[config.mk]
export PLATFORM = sky130hd
export DESIGN_NAME = scablk_mgr_flat
export DESIGN_NICKNAME = d
export VERILOG_FILES = /design/src/rtl/scablk_mgr_if.sv /design/src/rtl/scablk_mgr.sv /design/src/flat_wrapper.sv
export SDC_FILE = /design/constraint.sdc
export NUM_CORES = 1
export LEC_CHECK = 0
export CORE_MARGIN = 3
export CORE_UTILIZATION = 35
export DETAILED_ROUTE_END_ITERATION = 6
export PLACE_DENSITY = 0.48
export SETUP_SLACK_MARGIN = 0.5
export SYNTH_ARGS = -nofsm -noshare
export SYNTH_HDL_FRONTEND = slang
export SYNTH_SLANG_ARGS = --single-unit
[constraint.sdc]
create_clock -name CLK -period 9 [get_ports CLK]
set_input_delay 1.35 -clock CLK [delete_from_list [all_inputs] [get_ports CLK]]
set_output_delay 1.35 -clock CLK [all_outputs]
set_load 0.01 [all_outputs]
[src/rtl/scablk_mgr_if.sv]
// scablk_mgr_if: control strobes and status bundle of the SCA block manager.
// master drives the strobes, slave (the manager) drives the status.
interface scablk_mgr_if #(
    parameter int ABITS  = 4,
    parameter int LDEPTH = 8,
    parameter int RDEPTH = 4
);
    logic                      lct;
    logic                      dcd_vld;
    logic                      dcd_match;
    logic                      rd_done;
    logic                      rdav;
    logic [ABITS-1:0]          rdblk;
    logic                      rdscafull;
    logic [ABITS:0]            nfree;
    logic [$clog2(LDEPTH):0]   npend;
    logic [$clog2(RDEPTH):0]   nrdq;
    logic                      scafull;
    logic [3:0]                err;

    modport master (
        output lct, dcd_vld, dcd_match, rd_done,
        input  rdav, rdblk, rdscafull, nfree, npend, nrdq, scafull, err
    );

    modport slave (
        input  lct, dcd_vld, dcd_match, rd_done,
        output rdav, rdblk, rdscafull, nfree, npend, nrdq, scafull, err
    );
endinterface

[src/rtl/scablk_mgr.sv]
// scablk_mgr: SCA block free pool with pending (LCT) and readout queues.
// Define SCABLK_TMO_EN to enable the pending-head decision timeout.
module scablk_mgr #(
    parameter int NBLK    = 16,
    parameter int ABITS   = 4,
    parameter int LDEPTH  = 8,
    parameter int RDEPTH  = 4,
    parameter int TMO_CYC = 512
) (
    input logic          CLK,
    input logic          RST_B,
    scablk_mgr_if.slave  bus
);
    localparam int LPW = $clog2(LDEPTH);
    localparam int RPW = $clog2(RDEPTH);

    typedef struct packed {
        logic [ABITS-1:0] blk;
        logic             flag;
    } ent_t;

    logic [NBLK-1:0]  pool_q, pool_n;
    logic [ABITS:0]   nfree_q, nfree_n;
    logic [ABITS-1:0] last_q, last_n;
    logic [3:0]       err_q, err_n;

    ent_t             pq_mem [LDEPTH];
    logic [LPW-1:0]   pq_wp_q, pq_rp_q;
    logic [LPW:0]     pq_cnt_q, pq_cnt_n;

    ent_t             rq_mem [RDEPTH];
    logic [RPW-1:0]   rq_wp_q, rq_rp_q, rp_n;
    logic [RPW:0]     rq_cnt_q, rq_cnt_n;

    logic             rdav_q, rdav_n;
    ent_t             rdh_q, rdh_n;
    logic             scafull_q;

    logic             alloc_ok;
    logic [ABITS-1:0] alloc_blk;
    logic             pq_empty, pq_full, rq_empty, rq_full;
    ent_t             pq_head, rq_head, push_ent;
    logic             tmo_hit;
    logic             pq_pop, pq_push, rq_pop, rq_push;
    logic             match, alloc, free_dec, free_rd;

    // Lowest-index free block from the pool as registered at cycle start
    always_comb begin
        alloc_ok  = 1'b0;
        alloc_blk = '0;
        for (int i = NBLK - 1; i >= 0; i--) begin
            if (pool_q[i]) begin
                alloc_ok  = 1'b1;
                alloc_blk = ABITS'(i);
            end
        end
    end

    assign pq_empty = (pq_cnt_q == '0);
    assign pq_full  = (pq_cnt_q == (LPW+1)'(LDEPTH));
    assign rq_empty = (rq_cnt_q == '0);
    assign rq_full  = (rq_cnt_q == (RPW+1)'(RDEPTH));
    assign pq_head  = pq_mem[pq_rp_q];
    assign rq_head  = rq_mem[rq_rp_q];

`ifdef SCABLK_TMO_EN
    localparam int TW = $clog2(TMO_CYC) + 1;
    logic [TW-1:0] tmo_q;

    always_ff @(posedge CLK or negedge RST_B) begin
        if (!RST_B) begin
            tmo_q <= '0;
        end else if (pq_pop || pq_empty) begin
            tmo_q <= '0;
        end else begin
            tmo_q <= tmo_q + 1'b1;
        end
    end

    // An explicit decision in the same cycle wins over the timeout
    assign tmo_hit = !pq_empty && !bus.dcd_vld &&
                     (tmo_q == TW'(TMO_CYC - 1));
`else
    assign tmo_hit = 1'b0;
`endif

    always_comb begin
        match    = bus.dcd_vld && bus.dcd_match;
        pq_pop   = (bus.dcd_vld && !pq_empty) || tmo_hit;
        rq_pop   = bus.rd_done && !rq_empty;
        pq_push  = bus.lct && (!pq_full || pq_pop);
        rq_push  = pq_pop && match && (!rq_full || rq_pop);
        alloc    = pq_push && alloc_ok;
        free_dec = pq_pop && !rq_push && !pq_head.flag;
        free_rd  = rq_pop && !rq_head.flag;

        // With the pool exhausted the last block is overwritten
        push_ent.blk  = alloc ? alloc_blk : last_q;
        push_ent.flag = !alloc;

        pool_n = pool_q;
        if (alloc)    pool_n[alloc_blk]   = 1'b0;
        if (free_dec) pool_n[pq_head.blk] = 1'b1;
        if (free_rd)  pool_n[rq_head.blk] = 1'b1;

        nfree_n = nfree_q
                + (ABITS+1)'(free_dec)
                + (ABITS+1)'(free_rd)
                - (ABITS+1)'(alloc);
        last_n  = alloc ? alloc_blk : last_q;

        pq_cnt_n = pq_cnt_q + (LPW+1)'(pq_push) - (LPW+1)'(pq_pop);
        rq_cnt_n = rq_cnt_q + (RPW+1)'(rq_push) - (RPW+1)'(rq_pop);

        err_n    = err_q;
        err_n[0] = err_q[0] | (bus.lct && !pq_push);
        err_n[1] = err_q[1] | (bus.dcd_vld && pq_empty);
        err_n[2] = err_q[2] | (pq_pop && match && !rq_push);
        err_n[3] = err_q[3] | tmo_hit;

        // Next readout head, taking a same-cycle write into that slot
        rp_n   = rq_rp_q + RPW'(rq_pop);
        rdav_n = (rq_cnt_n != '0);
        rdh_n  = '0;
        if (rdav_n) begin
            if (rq_push && (rq_wp_q == rp_n)) rdh_n = pq_head;
            else                              rdh_n = rq_mem[rp_n];
        end
    end

    always_ff @(posedge CLK) begin
        if (pq_push) pq_mem[pq_wp_q] <= push_ent;
        if (rq_push) rq_mem[rq_wp_q] <= pq_head;
    end

    always_ff @(posedge CLK or negedge RST_B) begin
        if (!RST_B) begin
            pool_q    <= '1;
            nfree_q   <= (ABITS+1)'(NBLK);
            last_q    <= '0;
            err_q     <= '0;
            pq_wp_q   <= '0;
            pq_rp_q   <= '0;
            pq_cnt_q  <= '0;
            rq_wp_q   <= '0;
            rq_rp_q   <= '0;
            rq_cnt_q  <= '0;
            rdav_q    <= 1'b0;
            rdh_q     <= '0;
            scafull_q <= 1'b0;
        end else begin
            pool_q    <= pool_n;
            nfree_q   <= nfree_n;
            last_q    <= last_n;
            err_q     <= err_n;
            pq_wp_q   <= pq_wp_q + LPW'(pq_push);
            pq_rp_q   <= pq_rp_q + LPW'(pq_pop);
            pq_cnt_q  <= pq_cnt_n;
            rq_wp_q   <= rq_wp_q + RPW'(rq_push);
            rq_rp_q   <= rp_n;
            rq_cnt_q  <= rq_cnt_n;
            rdav_q    <= rdav_n;
            rdh_q     <= rdh_n;
            scafull_q <= (nfree_n == '0);
        end
    end

    assign bus.rdav      = rdav_q;
    assign bus.rdblk     = rdh_q.blk;
    assign bus.rdscafull = rdh_q.flag;
    assign bus.nfree     = nfree_q;
    assign bus.npend     = pq_cnt_q;
    assign bus.nrdq      = rq_cnt_q;
    assign bus.scafull   = scafull_q;
    assign bus.err       = err_q;
endmodule

[src/flat_wrapper.sv]
// flat-port wrapper written by rule: the top's interface ports become plain ports
module scablk_mgr_flat 
#(
    parameter int NBLK    = 16,
    parameter int ABITS   = 4,
    parameter int LDEPTH  = 8,
    parameter int RDEPTH  = 4,
    parameter int TMO_CYC = 512
)
  (CLK, RST_B, bus_lct, bus_dcd_vld, bus_dcd_match, bus_rd_done, bus_rdav, bus_rdblk, bus_rdscafull, bus_nfree, bus_npend, bus_nrdq, bus_scafull, bus_err);
  scablk_mgr_if #(.ABITS(ABITS), .LDEPTH(LDEPTH), .RDEPTH(RDEPTH)) bus_i ();
  input logic CLK;
  input logic RST_B;
  input wire logic [$bits(bus_i.lct)-1:0] bus_lct;
  input wire logic [$bits(bus_i.dcd_vld)-1:0] bus_dcd_vld;
  input wire logic [$bits(bus_i.dcd_match)-1:0] bus_dcd_match;
  input wire logic [$bits(bus_i.rd_done)-1:0] bus_rd_done;
  output wire logic [$bits(bus_i.rdav)-1:0] bus_rdav;
  output wire logic [$bits(bus_i.rdblk)-1:0] bus_rdblk;
  output wire logic [$bits(bus_i.rdscafull)-1:0] bus_rdscafull;
  output wire logic [$bits(bus_i.nfree)-1:0] bus_nfree;
  output wire logic [$bits(bus_i.npend)-1:0] bus_npend;
  output wire logic [$bits(bus_i.nrdq)-1:0] bus_nrdq;
  output wire logic [$bits(bus_i.scafull)-1:0] bus_scafull;
  output wire logic [$bits(bus_i.err)-1:0] bus_err;
  assign bus_i.lct = bus_lct;
  assign bus_i.dcd_vld = bus_dcd_vld;
  assign bus_i.dcd_match = bus_dcd_match;
  assign bus_i.rd_done = bus_rd_done;
  assign bus_rdav = bus_i.rdav;
  assign bus_rdblk = bus_i.rdblk;
  assign bus_rdscafull = bus_i.rdscafull;
  assign bus_nfree = bus_i.nfree;
  assign bus_npend = bus_i.npend;
  assign bus_nrdq = bus_i.nrdq;
  assign bus_scafull = bus_i.scafull;
  assign bus_err = bus_i.err;
  scablk_mgr #(.NBLK(NBLK), .ABITS(ABITS), .LDEPTH(LDEPTH), .RDEPTH(RDEPTH), .TMO_CYC(TMO_CYC)) u_core (.CLK(CLK), .RST_B(RST_B), .bus(bus_i));
endmodule
==> summary.md <==
| Metric | Value |
|---|---|
| Status | finished, final reports clean |
| Final GP Congestion | 0.825 |
| Die width | 130 um |
| Fraction of registers with async set/reset | 0.464 |
| Wirelength per Cell | 19.2 um |
| Fin. Hold Viols | 0 |
| Met2 usage | 0.240 |
| Initial antenna violation count | 0 |
| Final slew viol count | 0 |
| All-Layer GR Usage | 0.149 |
| Die height | 130 um |
| Crit. End Element | register |
| Mapped Nets | 419 |
| Die Footprint | 0.0169 sq mm |
| Layout cells sized above 1 | 0.191 |
| Vias in the first global route | 3280 |
| RSZ-0062 raised after global routing | false |
| Min Clock Period, post-route | 4530 ps |
| Register area | 0.00312 sq mm |
| Vias | 3208 |
| Max-slew headroom | 0.319 |
| Max-cap viol count | 0 |
| F_max | 0.221 GHz |
| Commonest cells post-synth | 60 x edfxtp_1, 35 x dfrtp_1, 35 x inv_1 |
| GR Util met3 | 0.0348 |
| Setup bufs post-CTS | 0 |
| PD cells | 399 mW/mm^2 |
| Post-Route WL | 11.7 mm |
| Seq/Total Area, Yosys | 0.579 |
| Post-DP HPWL | 8.51 mm |
| Drt drc | 0 |
| Reg-to-reg endpoint | u_core.bus.scafull |
| CTS root buf | clkbuf_16 |
| Leakage | 2.31 nW |
| First-pass GRT wire length | 18.7 mm |
| TritonCTS Buffers | 9 |
| Syn. warnings | 0 |
| Core Area | 0.0148 sq mm |
| Clock-pin slew on the worst setup and hold paths | 70 ps |
| Number of synthesized flops with an enable pin | 60 |
| Tightest Pin Transition | 1010 ps |
| Syn avg cell area | 13.8 sq um |
| Crit Path Max Fanout | 13 |
| Vias/cell | 5.27 |
| Post-Syn Instances | 391 |
| Leading area contributor after synthesis | edfxtp_1 |
| Synth top area cells | edfxtp_1 33%, dfrtp_1 16%, mux4_2 8.4%, dfstp_2 8.3%, ha_1 4.2% |
| Main synth FF type | edfxtp_1 |
| Synth top area share | 0.334 |
| I/O Buffers | 27 |
| Setup TNS | 0 ps |
| Post-CTS Resized | 0 |
| Slowest Stage Delay on Critical Path | 470 ps |
| Syn Std Cell Area | 0.00539 sq mm |
| Setup violations, final | 0 |
| Critical path startpoint category | primary input |
| Hold EP | u_core.bus.err[1] |
| Slowest cell on crit path | nor4b_1 |
| Dominant cell by count in the synthesized netlist | edfxtp_1 |
| Buf/Inv on CP | 3 |
| Worst reg-to-reg setup slack | 5010 ps |
| Finished Layout Cells | 609 |
| HP Start | u_core.bus.err[1] |
| Skew final | 6.87 ps |
| VDD IR max | 0.147 mV |
| # clock sinks | 112 |
| Largest net degree at the start of global routing | 53 |
| Worst endpoint required time | 9260 ps |
| Crit path max-delay family | adder cells |
| Gr ovfl total | 0 |
| Post-route ant nets | 0 |
| Clock buffer depth | 2 |
| DRT Pass-1 Iters | 4 |
| Final period util | 0.503 |
| Worst skew pair latency | 350 ps |
| Most frequent CP cell | fa_1 |
| Placed instance count | 593 |
| Met1 Use GR | 0.202 |
| Site row count | 44 |
| Io pins | 29 |
| Starting Density | 0.364 |
| Initial drt markers | 164 |
| Worst R2R Start | u_core.pq_rp_q[0] |
| Min-Delay Path Depth | 1 |
| CTS HTree Levels | 3 |
| HP Class | register to register |
| # diodes | 0 |
| Synth Register Bits | 112 |
| Gr busiest metal | met2 |
| Fill cells | 1333 |
| CP Data Arrival Time | 4790 ps |
| Crit path kind | primary input to register |
| R2R cell count | 12 |
| Area Overhead vs Synth | 14.2% |
| Cell variety after synth | 66 |
| Hold buffer count at cts | 0 |
| Nets@finish | 448 |
| TritonCTS clock tree | done |
| Multi-input gate area | 0.00207 sq mm |
| Worst path cell trace | clkdlybuf4s50_1 -> nor4b_1 -> o211ai_1 -> nor2_2 -> inv_2 -> ha_1 -> fa_1 -> fa_1 -> inv_1 -> a21o_1 -> a21oi_1 -> xnor2_1 -> nor4_1 |
==> per-stage QoR <==
step                cell area [sq um]  hold WS, ps  total power, mW  setup slack, ps  utilization
floorplan                        5390          473             1.71             4960            -
global placement                 5860          459             2.08             4190        0.396
detailed placement               5860          459             2.09             4070        0.396
CTS                              6160          481             2.50             4450        0.416
global route                     6160          499             2.65             4200        0.416
finish                           6160          485             2.46             4470        0.416
==> how the worst max path moves through the flow <==
stage | startpoint | endpoint | slack (ps) | depth (start not counted)
after global placement | bus_rd_done | u_core.bus.scafull | 4190 | 13
after floorplan | bus_dcd_vld | u_core.bus.scafull | 4960 | 13
after global routing | bus_rd_done | u_core.bus.scafull | 4200 | 13
final | bus_rd_done | u_core.bus.scafull | 4470 | 13
after CTS | bus_rd_done | u_core.bus.scafull | 4450 | 13
after detailed placement | bus_rd_done | u_core.bus.scafull | 4070 | 13
==> cell type report <==
type / count / area share
Sequential cell: 112 / 0.508
Multi-Input combinational cell: 228 / 0.337
Timing Repair Buffer: 29 / 0.0455
Tap cell: 184 / 0.0374
Clock buffer: 10 / 0.0372
Inverter: 40 / 0.0244
Clock inverter: 6 / 0.0110
==> cell usage in the layout, fill, tap and decap left out, types with 3 or more instances in the layout <==
master,synthesis,layout
a2111oi_0,3,3
a211oi_1,4,4
a21o_1,5,5
a21oi_1,8,8
a221o_1,5,5
and3_1,4,4
clkbuf_16,0,9
clkdlybuf4s50_1,0,26
dfrtp_1,35,35
dfstp_2,17,17
edfxtp_1,60,60
fa_1,4,4
ha_1,18,18
inv_1,35,35
inv_2,5,5
mux2_2,3,3
mux2i_1,6,6
mux4_2,20,20
nand2_1,19,19
nand2b_1,4,4
nand3_1,11,11
nor2_1,24,24
nor2b_1,5,5
nor3_1,8,8
nor4_1,4,3
o211ai_1,4,4
o21ai_0,3,3
o221ai_1,6,6
o31ai_1,3,3
xnor2_1,7,7
xor2_1,7,7
==> state kept, by name, summed over array words and instances (netlist names), 2 cells and up <==
register and cells:
u_core.bus.err 3, u_core.bus.nrdq 3, u_core.pool_q 16, u_core.bus.nfree 5, u_core.bus.rdblk 4, u_core.rq_rp_q 2, u_core.pq_rp_q 3, u_core.bus.npend 4
u_core.rq_wp_q 2, u_core.pq_wp_q 3, u_core.rq_mem 20, u_core.last_q 4, u_core.pq_mem 40
==> kinds of logic after synthesis <==
group,Yosys count,synth area share
flip-flops,112,0.579
multiplexers,30,0.105
adder cells (fa/ha/maj),22,0.0566
other,1,0.000696
AND/OR/NAND/NOR,106,0.118
AO/OA/AOI/OAI,55,0.0782
buffers and inverters,51,0.0395
XOR/XNOR,14,0.0227
==> per-layer routing <==
metal	routed length (um)	share of wire	vias to the layer above
met5	0	0	-
met4	159	0.014	0
met3	407	0.035	13
met2	5670	0.48	62
met1	5480	0.47	1615
li1	-	-	1518
==> where the power goes <==
group | switching (mW) | internal (mW)
combinational | 0.606 | 0.486
sequential | 0.169 | 0.794
clock | 0.185 | 0.218
Power figures use the tool's default switching activity.
